==> config.mk <==
export PLATFORM = sky130hd
export DESIGN_NAME = fp_compare_pipe
export DESIGN_NICKNAME = d
export VERILOG_FILES = /design/src/rtl/fp_cmp_pkg.sv /design/src/rtl/fp_compare_pipe_key.sv /design/src/rtl/fp_compare_pipe.sv
export SDC_FILE = /design/constraint.sdc
export NUM_CORES = 1
export LEC_CHECK = 0
export ABC_AREA = 1
export CORE_UTILIZATION = 51
export CTS_CLUSTER_DIAMETER = 100
export CTS_CLUSTER_SIZE = 8
export DETAILED_ROUTE_END_ITERATION = 7
export GPL_ROUTABILITY_DRIVEN = 0
export PLACE_DENSITY = 0.87
export SLEW_MARGIN = 15
export SYNTH_ARGS = -nofsm -noshare
export SYNTH_HDL_FRONTEND = slang
export SYNTH_SLANG_ARGS = --single-unit
==> constraint.sdc <==
create_clock -name clk -period 1.3 [get_ports clk]
set_input_delay 0.325 -clock clk [delete_from_list [all_inputs] [get_ports clk]]
set_output_delay 0.325 -clock clk [all_outputs]
set_load 0.01 [all_outputs]
==> src/rtl/fp_cmp_pkg.sv <==
// Shared codes and helpers for the pipelined FloPoCo-format comparator.
package fp_cmp_pkg;

    typedef enum logic [2:0] {
        CMP_LT = 3'd0,
        CMP_LE = 3'd1,
        CMP_GT = 3'd2,
        CMP_GE = 3'd3,
        CMP_EQ = 3'd4,
        CMP_NE = 3'd5
    } cmp_mode_e;

    localparam logic [1:0] EXC_ZERO = 2'b00;
    localparam logic [1:0] EXC_NORM = 2'b01;
    localparam logic [1:0] EXC_INF  = 2'b10;
    localparam logic [1:0] EXC_NAN  = 2'b11;

    function automatic int fp_w(input int we, input int wf);
        return we + wf + 3;
    endfunction

endpackage

==> src/rtl/fp_compare_pipe_key.sv <==
// Order key for one FloPoCo operand: sign, zero-forced magnitude and NaN flag.
module fp_order_key
    import fp_cmp_pkg::*;
#(
    parameter int WE = 11,
    parameter int WF = 12,
    localparam int W  = fp_w(WE, WF),
    localparam int MW = WE + WF + 2
) (
    input  logic [W-1:0]  x_i,
    output logic          sign_o,
    output logic [MW-1:0] mag_o,
    output logic          is_nan_o
);

    logic [1:0] exc;

    assign exc      = x_i[W-1 -: 2];
    assign sign_o   = x_i[WE+WF];
    // zero operands collapse to an all-zero key so +0 and -0 are equal
    assign mag_o    = (exc == EXC_ZERO) ? '0 : {exc, x_i[WE+WF-1:0]};
    assign is_nan_o = (exc == EXC_NAN);

endmodule

==> src/rtl/fp_compare_pipe.sv <==
// Pipelined FloPoCo comparator: six predicates, NaN detection, min/max and tag.
// LAT=1 registers only the output; LAT=2 adds a key register; LAT=3 splits the compare.
module fp_compare_pipe
    import fp_cmp_pkg::*;
#(
    parameter int WE   = 11,
    parameter int WF   = 12,
    parameter int LAT  = 1,
    parameter int TAGW = 4,
    localparam int W   = fp_w(WE, WF)
) (
    input  logic            clk,
    input  logic            rst,
    input  logic            in_valid,
    input  logic [2:0]      mode,
    input  logic [TAGW-1:0] tag_in,
    input  logic [W-1:0]    inA,
    input  logic [W-1:0]    inB,
    output logic            out_valid,
    output logic            result,
    output logic            unordered,
    output logic [W-1:0]    min_out,
    output logic [W-1:0]    max_out,
    output logic [TAGW-1:0] tag_out
);

    localparam int MW  = WE + WF + 2;
    localparam int LOW = MW / 2;
    localparam int HIW = MW - LOW;

    typedef struct packed {
        logic [2:0]      mode;
        logic [TAGW-1:0] tag;
        logic [W-1:0]    a;
        logic [W-1:0]    b;
        logic            sa;
        logic            sb;
        logic            za;
        logic            zb;
        logic            nan;
    } ctl_t;

    typedef struct packed {
        logic hi_lt;
        logic hi_eq;
        logic lo_lt;
        logic lo_eq;
    } cmp_t;

    if (LAT < 1 || LAT > 3) begin : g_lat_check
        $error("fp_compare_pipe: LAT must be in 1..3");
    end

    logic          sign_a, sign_b, nan_a, nan_b;
    logic [MW-1:0] mag_a, mag_b;

    fp_order_key #(.WE(WE), .WF(WF)) u_key_a (
        .x_i      (inA),
        .sign_o   (sign_a),
        .mag_o    (mag_a),
        .is_nan_o (nan_a)
    );

    fp_order_key #(.WE(WE), .WF(WF)) u_key_b (
        .x_i      (inB),
        .sign_o   (sign_b),
        .mag_o    (mag_b),
        .is_nan_o (nan_b)
    );

    ctl_t ctl_d;

    always_comb begin
        ctl_d      = '0;
        ctl_d.mode = mode;
        ctl_d.tag  = tag_in;
        ctl_d.a    = inA;
        ctl_d.b    = inB;
        ctl_d.sa   = sign_a;
        ctl_d.sb   = sign_b;
        ctl_d.za   = (mag_a == '0);
        ctl_d.zb   = (mag_b == '0);
        ctl_d.nan  = nan_a | nan_b;
    end

    logic          c_valid;
    ctl_t          c_ctl;
    logic [MW-1:0] c_mag_a, c_mag_b;

    if (LAT >= 2) begin : g_key_reg
        logic          valid_q;
        ctl_t          ctl_q;
        logic [MW-1:0] mag_a_q, mag_b_q;

        always_ff @(posedge clk or negedge rst) begin
            if (!rst) begin
                valid_q <= 1'b0;
                ctl_q   <= '0;
                mag_a_q <= '0;
                mag_b_q <= '0;
            end else begin
                valid_q <= in_valid;
                if (in_valid) begin
                    ctl_q   <= ctl_d;
                    mag_a_q <= mag_a;
                    mag_b_q <= mag_b;
                end
            end
        end

        assign c_valid = valid_q;
        assign c_ctl   = ctl_q;
        assign c_mag_a = mag_a_q;
        assign c_mag_b = mag_b_q;
    end else begin : g_key_comb
        assign c_valid = in_valid;
        assign c_ctl   = ctl_d;
        assign c_mag_a = mag_a;
        assign c_mag_b = mag_b;
    end

    cmp_t cmp_d;

    always_comb begin
        cmp_d       = '0;
        cmp_d.hi_lt = (c_mag_a[MW-1 -: HIW] <  c_mag_b[MW-1 -: HIW]);
        cmp_d.hi_eq = (c_mag_a[MW-1 -: HIW] == c_mag_b[MW-1 -: HIW]);
        cmp_d.lo_lt = (c_mag_a[LOW-1:0] <  c_mag_b[LOW-1:0]);
        cmp_d.lo_eq = (c_mag_a[LOW-1:0] == c_mag_b[LOW-1:0]);
    end

    logic m_valid;
    ctl_t m_ctl;
    cmp_t m_cmp;

    if (LAT >= 3) begin : g_cmp_reg
        logic valid_q;
        ctl_t ctl_q;
        cmp_t cmp_q;

        always_ff @(posedge clk or negedge rst) begin
            if (!rst) begin
                valid_q <= 1'b0;
                ctl_q   <= '0;
                cmp_q   <= '0;
            end else begin
                valid_q <= c_valid;
                if (c_valid) begin
                    ctl_q <= c_ctl;
                    cmp_q <= cmp_d;
                end
            end
        end

        assign m_valid = valid_q;
        assign m_ctl   = ctl_q;
        assign m_cmp   = cmp_q;
    end else begin : g_cmp_comb
        assign m_valid = c_valid;
        assign m_ctl   = c_ctl;
        assign m_cmp   = cmp_d;
    end

    logic mag_lt, mag_eq, a_lt, a_eq, a_gt, result_d, swap_d;

    always_comb begin
        mag_lt = m_cmp.hi_lt | (m_cmp.hi_eq & m_cmp.lo_lt);
        mag_eq = m_cmp.hi_eq & m_cmp.lo_eq;
        a_lt   = 1'b0;
        a_eq   = 1'b0;
        if (m_ctl.za && m_ctl.zb) begin
            a_eq = 1'b1;
        end else if (m_ctl.za) begin
            a_lt = !m_ctl.sb;
        end else if (m_ctl.zb) begin
            a_lt = m_ctl.sa;
        end else if (m_ctl.sa != m_ctl.sb) begin
            a_lt = m_ctl.sa;
        end else begin
            // same sign: negative operands reverse the magnitude order
            a_eq = mag_eq;
            a_lt = m_ctl.sa ? (!mag_lt && !mag_eq) : mag_lt;
        end
        a_gt = !a_lt && !a_eq;

        result_d = 1'b0;
        if (m_ctl.nan) begin
            result_d = (m_ctl.mode == CMP_NE);
        end else begin
            case (m_ctl.mode)
                CMP_LT:  result_d = a_lt;
                CMP_LE:  result_d = a_lt | a_eq;
                CMP_GT:  result_d = a_gt;
                CMP_GE:  result_d = !a_lt;
                CMP_EQ:  result_d = a_eq;
                CMP_NE:  result_d = !a_eq;
                default: result_d = 1'b0;
            endcase
        end
        swap_d = !m_ctl.nan && a_gt;
    end

    logic            out_valid_q, result_q, unordered_q;
    logic [W-1:0]    min_q, max_q;
    logic [TAGW-1:0] tag_q;

    always_ff @(posedge clk or negedge rst) begin
        if (!rst) begin
            out_valid_q <= 1'b0;
            result_q    <= 1'b0;
            unordered_q <= 1'b0;
            min_q       <= '0;
            max_q       <= '0;
            tag_q       <= '0;
        end else begin
            out_valid_q <= m_valid;
            if (m_valid) begin
                result_q    <= result_d;
                unordered_q <= m_ctl.nan;
                tag_q       <= m_ctl.tag;
                if (m_ctl.nan) begin
                    min_q <= m_ctl.a;
                    max_q <= m_ctl.a;
                end else if (swap_d) begin
                    min_q <= m_ctl.b;
                    max_q <= m_ctl.a;
                end else begin
                    min_q <= m_ctl.a;
                    max_q <= m_ctl.b;
                end
            end
        end
    end

    assign out_valid = out_valid_q;
    assign result    = result_q;
    assign unordered = unordered_q;
    assign min_out   = min_q;
    assign max_out   = max_q;
    assign tag_out   = tag_q;

endmodule
==> metrics.cfg <==
[status]
outcome=finished with violations
failed_checks=setup timing

[yosys]
synthesis.area_mm2=0.003872
postSynthNetCount=627
syn_avg_cell_area_um2=7.171
postSynthCellCount=540
synth_area_leaders=sky130_fd_sc_hd__dfrtp_1, sky130_fd_sc_hd__nand2_1, sky130_fd_sc_hd__ha_1
fraction_of_synthesized_cell_area_taken_by_the_top_area_cell_type=0.3813
yosys.area.top_type=sky130_fd_sc_hd__dfrtp_1
ys_ff_latch=59
synth-warning-count=0
seq_area_frac_synth=0.3813
netlist-cell-type-count=31
synth_edf_count=0
synthFlopType=sky130_fd_sc_hd__dfrtp_1
synth-async-reset-ratio=1.000

[floorplanning]
chipHeight_um=89.14
num_io_pins=121
area_of_the_die_mm2=0.007946
coreArea_mm2=0.007292
dieWidth_um=89.14
initial_core_util=0.5311
rows=31

[hold_path]
source_of_the_worst_hold_timing_path=inB[24]
holdCritPathClass=in2reg
min_delay_path_depth=4
hold_critical_path_endpoint=min_out[24]$_DFFE_PN0P_

[detailed_routing]
route.detailed.drc=0
drt_first_pass_iters=8
num_vias=5178
antenna_left=0
drt_iter0_drc=628
drt_wl_total_um=18040
routed_via_density=6.216
detail_route.wl_per_cell_um=21.65

[clock_tree]
cts_sinks=59
clk_transition_reported_paths_ns=0.08
tritoncts=done
cts_root_buf=sky130_fd_sc_hd__clkbuf_8
numCtsBuffers=9
max-clock-path-buffers=2
clock_insertion_delay_worst_skew_ns=0.36
ctsHtreeMaxLevel=3

[job]
maxCapViolCount=0

[finish]
n_antenna_cell=0
syn2layout_area_growth_pct=66.53
design.final.nets=816
layout.cells.non_filler=833
fraction_of_final_layout_cells_with_drive_strength_greater_than_1=0.3842

[timing]
fmax_mhz=346.3
period_minus_slack_ns=2.887
rsz_0062_raised_after_global_routing=yes
worst_slew_margin=0.7827
fin_ws_ns=-1.587
setup_viol=55
fin_skew_ns=0
final_hold_fails=0
worst-slew-pin-transition_ns=0.3260
post-route-period-util=2.221
final_max_slew_viol_count=0

[grt]
grt.total_usage=0.3629
antenna_violations_before_repair=1
grt_remaining_overflow=0
number_of_global_route_vias_before_repair=4703
largest_net_degree_at_the_start_of_global_routing=60
grt_first_pass_wirelength_um=21740

[placement]
place.detailed.hpwl_um=8597
placed_cells=798
numPortBuffers=120

[setup_path]
r2r_start=min_out[5]$_DFFE_PN0P_
r2r-end=min_out[5]$_DFFE_PN0P_
reg2reg_depth=3
worstPathArrival_ns=3.11
timing.critical_path.to_type=flip-flop
worstPathRequired_ns=1.53
worst-path-max-fanout=17
setup.worst_path.start_class=input port
timing_worst_setup_path_type=in2reg
internal_reg_to_reg_setup_slack_ns=0.50

[power_and_ir_drop]
vdd.ir_drop.worst_v=0.0008923
total_power_divided_by_cell_area_mw_per_mm2=1070
leakagePower_nw=3.367
p_total_mw=6.902

-- repair_timing --
action / in CTS / in global routing
gates resized for setup: 233 / 113
endpoints found under the setup margin: 113 / 100
hold buffers: 1 / 0
setup buffers: 5 / 7
cloned: 2 / 5
endpoints found under the hold margin: 59 / 0
pin swaps: 28 / 13
-- report_power, final --
group / switching, mW / leakage, nW / total (mW) / internal, mW
logic: 1.50 / 2.54 / 2.66 / 1.16
registers: 0.162 / 0.711 / 2.25 / 2.08
clock network: 0.817 / 0.113 / 2.00 / 1.18
total: 2.48 / 3.37 / 6.90 / 4.43
-- critical path, cell delays in order --
cell and delay [ns]:
sky130_fd_sc_hd__buf_6 0.08, sky130_fd_sc_hd__nor2_4 0.05, sky130_fd_sc_hd__inv_4 0.10, sky130_fd_sc_hd__bufbuf_16 0.27, sky130_fd_sc_hd__nand2_1 0.06, sky130_fd_sc_hd__ha_1 0.31, sky130_fd_sc_hd__nand2_1 0.07, sky130_fd_sc_hd__inv_1 0.07
sky130_fd_sc_hd__nand3_1 0.21, sky130_fd_sc_hd__nor3_2 0.29, sky130_fd_sc_hd__nand3_1 0.18, sky130_fd_sc_hd__nand3_1 0.14, sky130_fd_sc_hd__nand2_2 0.08, sky130_fd_sc_hd__nand2_4 0.09, sky130_fd_sc_hd__nand3_4 0.08, sky130_fd_sc_hd__nand2_4 0.12
sky130_fd_sc_hd__buf_12 0.20, sky130_fd_sc_hd__a21oi_2 0.09, sky130_fd_sc_hd__o21ai_2 0.14, sky130_fd_sc_hd__nand2_1 0.13
-- kinds of logic after synthesis --
family,count (synthesis),synth area share
simple gates,255,0.2721
flops,59,0.3813
buf+inv,79,0.08659
fa+ha+maj,25,0.08078
compound gates,122,0.1793
-- cell usage after synthesis (3+ instances only) --
master	instances
sky130_fd_sc_hd__nand2_1	190
sky130_fd_sc_hd__a21oi_1	60
sky130_fd_sc_hd__dfrtp_1	59
sky130_fd_sc_hd__inv_1	49
sky130_fd_sc_hd__nor2_1	40
sky130_fd_sc_hd__o21ai_1	37
sky130_fd_sc_hd__ha_1	25
sky130_fd_sc_hd__o21ai_2	20
sky130_fd_sc_hd__clkbuf_1	17
sky130_fd_sc_hd__nand3_1	10
sky130_fd_sc_hd__buf_2	4
sky130_fd_sc_hd__buf_1	3
sky130_fd_sc_hd__nand2_2	3
-- through the flow --
stage                     cell area [um^2]  setup TNS, ns  setup WS, ns  hold slack, ns    util
final                                 6449         -76.43        -1.587          0.2986  0.8844
after detailed placement              5702         -93.34        -1.797          0.3554  0.7819
after floorplan                       3974         -52.74        -1.045         0.02941       -
after CTS                             6173         -53.29       -0.9726          0.3052  0.8466
after global routing                  6449         -79.93        -1.735          0.3202  0.8844
after global placement                5702         -86.77        -1.643          0.3519  0.7819
-- registers in the layout, summed over array words and instances, names as in the netlist --
register and count:
max_out 26, unordered 1, out_valid 1, min_out 26, result 1, tag_out 4
-- routing by layer --
metal	vias to the layer above	track usage	wire, um	part of all wire
met4	0	0.2713	1575	0.087
met5	-	0	0	0
li1	2120	-	-	-
met3	183	0.08957	2104	0.12
met1	2403	0.3946	5977	0.33
met2	472	0.6135	8378	0.46
-- cell usage in the layout (no fill, tap or decap), types with 7 or more instances in the layout --
master | Yosys | final
sky130_fd_sc_hd__a21oi_1 | 60 | 19
sky130_fd_sc_hd__a21oi_2 | 0 | 32
sky130_fd_sc_hd__a21oi_4 | 0 | 9
sky130_fd_sc_hd__buf_12 | 0 | 12
sky130_fd_sc_hd__buf_2 | 4 | 21
sky130_fd_sc_hd__buf_4 | 1 | 61
sky130_fd_sc_hd__buf_6 | 1 | 9
sky130_fd_sc_hd__clkbuf_2 | 0 | 23
sky130_fd_sc_hd__clkbuf_8 | 0 | 11
sky130_fd_sc_hd__clkdlybuf4s50_1 | 0 | 27
sky130_fd_sc_hd__dfrtp_1 | 59 | 59
sky130_fd_sc_hd__dlygate4sd2_1 | 0 | 28
sky130_fd_sc_hd__dlymetal6s2s_1 | 0 | 14
sky130_fd_sc_hd__ha_1 | 25 | 19
sky130_fd_sc_hd__inv_1 | 49 | 35
sky130_fd_sc_hd__inv_2 | 2 | 15
sky130_fd_sc_hd__nand2_1 | 190 | 178
sky130_fd_sc_hd__nand2_2 | 3 | 14
sky130_fd_sc_hd__nand3_1 | 10 | 9
sky130_fd_sc_hd__nor2_1 | 40 | 26
sky130_fd_sc_hd__nor2_2 | 0 | 7
sky130_fd_sc_hd__nor2_4 | 1 | 8
sky130_fd_sc_hd__o21ai_1 | 37 | 26
sky130_fd_sc_hd__o21ai_2 | 20 | 32
-- how the worst max path moves through the flow --
| stage | slack, ns | to | cells past startpoint | startpoint |
|---|---|---|---|---|
| after floorplan | -1.04 | max_out[0]$_DFFE_PN0P_ | 19 | inA[25] |
| after global placement | -1.64 | max_out[13]$_DFFE_PN0P_ | 21 | inB[25] |
| after CTS | -0.97 | max_out[8]$_DFFE_PN0P_ | 20 | inA[24] |
| after detailed placement | -1.80 | result$_DFFE_PN0P_ | 22 | inB[25] |
| after global routing | -1.74 | max_out[20]$_DFFE_PN0P_ | 19 | inB[25] |
| final | -1.59 | max_out[14]$_DFFE_PN0P_ | 20 | inB[25] |
-- final cells by class --
class	instances	area, um^2
Sequential cell	59	1476
Inverter	51	193.9
Fill cell	332	843.3
Clock inverter	4	72.57
Tap cell	99	123.9
Multi-Input combinational cell	402	2522
Clock buffer	12	155.1
Timing Repair Buffer	206	1904
Power figures use the tool's default switching activity.
==> RTL edit, RTL diff (same settings) <==
Remove the register `out_valid_q`: a continuous assignment takes its place, so the output `out_valid` follows one clock earlier.
--- a/src/rtl/fp_compare_pipe.sv
+++ b/src/rtl/fp_compare_pipe.sv
@@ -206,14 +206,12 @@
 
     always_ff @(posedge clk or negedge rst) begin
         if (!rst) begin
-            out_valid_q <= 1'b0;
             result_q    <= 1'b0;
             unordered_q <= 1'b0;
             min_q       <= '0;
             max_q       <= '0;
             tag_q       <= '0;
         end else begin
-            out_valid_q <= m_valid;
             if (m_valid) begin
                 result_q    <= result_d;
                 unordered_q <= m_ctl.nan;
@@ -232,6 +230,8 @@
         end
     end
 
+    assign out_valid_q = m_valid;
+
     assign out_valid = out_valid_q;
     assign result    = result_q;
     assign unordered = unordered_q;
Formal check against the unedited RTL: not equivalent (a bounded check fails within 4 cycles, from zero or initial values and one cycle with rst low).
==> RTL edit against the original RTL <==
The flow now stops in 5_1_grt. Synthesized area shrank 0.45%.
==> RTL edit: results (changes against the original RTL) <==
- The setup slack after placement is -1790 ps (+3.54 ps).
- In this run the clock root is driven by a clkbuf_8.
- The sequential share of the synthesized area came to 37.7% (-0.48 points).
- The count of cell types in the netlist was 31 (unchanged).
- The synthesis-stage register bit count came to 58 (-1.7%).
- Entering global routing, the biggest net connects 59 pins.
- The primary flip-flop cell chosen by synthesis mapping is dfrtp_1.
- The async set or reset register ratio after synthesis is 100% (unchanged).
- The total of buffers placed on input and output ports is 120 (unchanged).
- The total clock buffers created by CTS is 9 (unchanged).
- The half-perimeter wire length after detailed placement is 8.37 mm (-2.7%).
- The run stopped with a tool error.
- The maximum clock path buffer count is 2 (unchanged).
- The worst endpoint type is a register input.
- The total number of yosys warnings is 0 (unchanged).
- The endpoint with the least setup slack after the last global-route repair is max_out[17]$_DFFE_PN0P_/D.
- The tool reported: "[ERROR DPL-0038] Utilization greater than 100%, impossible to legalize".
- Ranked by total cell area, the synthesized netlist is headed by dfrtp_1, nand2_1, ha_1.
- The flow halted during 5_1_grt.
- The area share of the largest cell type after synthesis was 37.7% (-0.48 points).
- Counting instances in the post-synthesis netlist gives the leading cell types as nand2_1, a21oi_1, dfrtp_1.
- The number of levels in the clock H-tree came to 3 (unchanged).
- The synthesized netlist net count is 627 (unchanged).
==> RTL edit: through the flow <==
stage	TNS [ps]	area (um^2)	hold WS [ps]	instances	util, %
3_3_place_gp	-88030	5650	348	793	77.4
4_1_cts	-56450	6850	335	839	93.9
2_1_floorplan	-52740	3960	29.4	540	-
3_5_place_dp	-93300	5650	357	793	77.4
==> RTL edit: kinds of logic after synthesis <==
| logic type | Yosys count | share of synthesized area, % |
|---|---|---|
| AO/OA/AOI/OAI | 122 | 18.0 |
| adder cells (fa/ha/maj) | 25 | 8.11 |
| buffers and inverters | 80 | 8.89 |
| flip-flops | 58 | 37.7 |
| AND/OR/NAND/NOR | 255 | 27.3 |
==> RTL edit: what timing repair did <==
action | 4_1_cts
gates resized for setup | 307
cloned | 11
hold buffers | 1
hold endpoints to repair | 10
endpoints found under the setup margin | 113
pin swaps | 54
setup buffers | 18
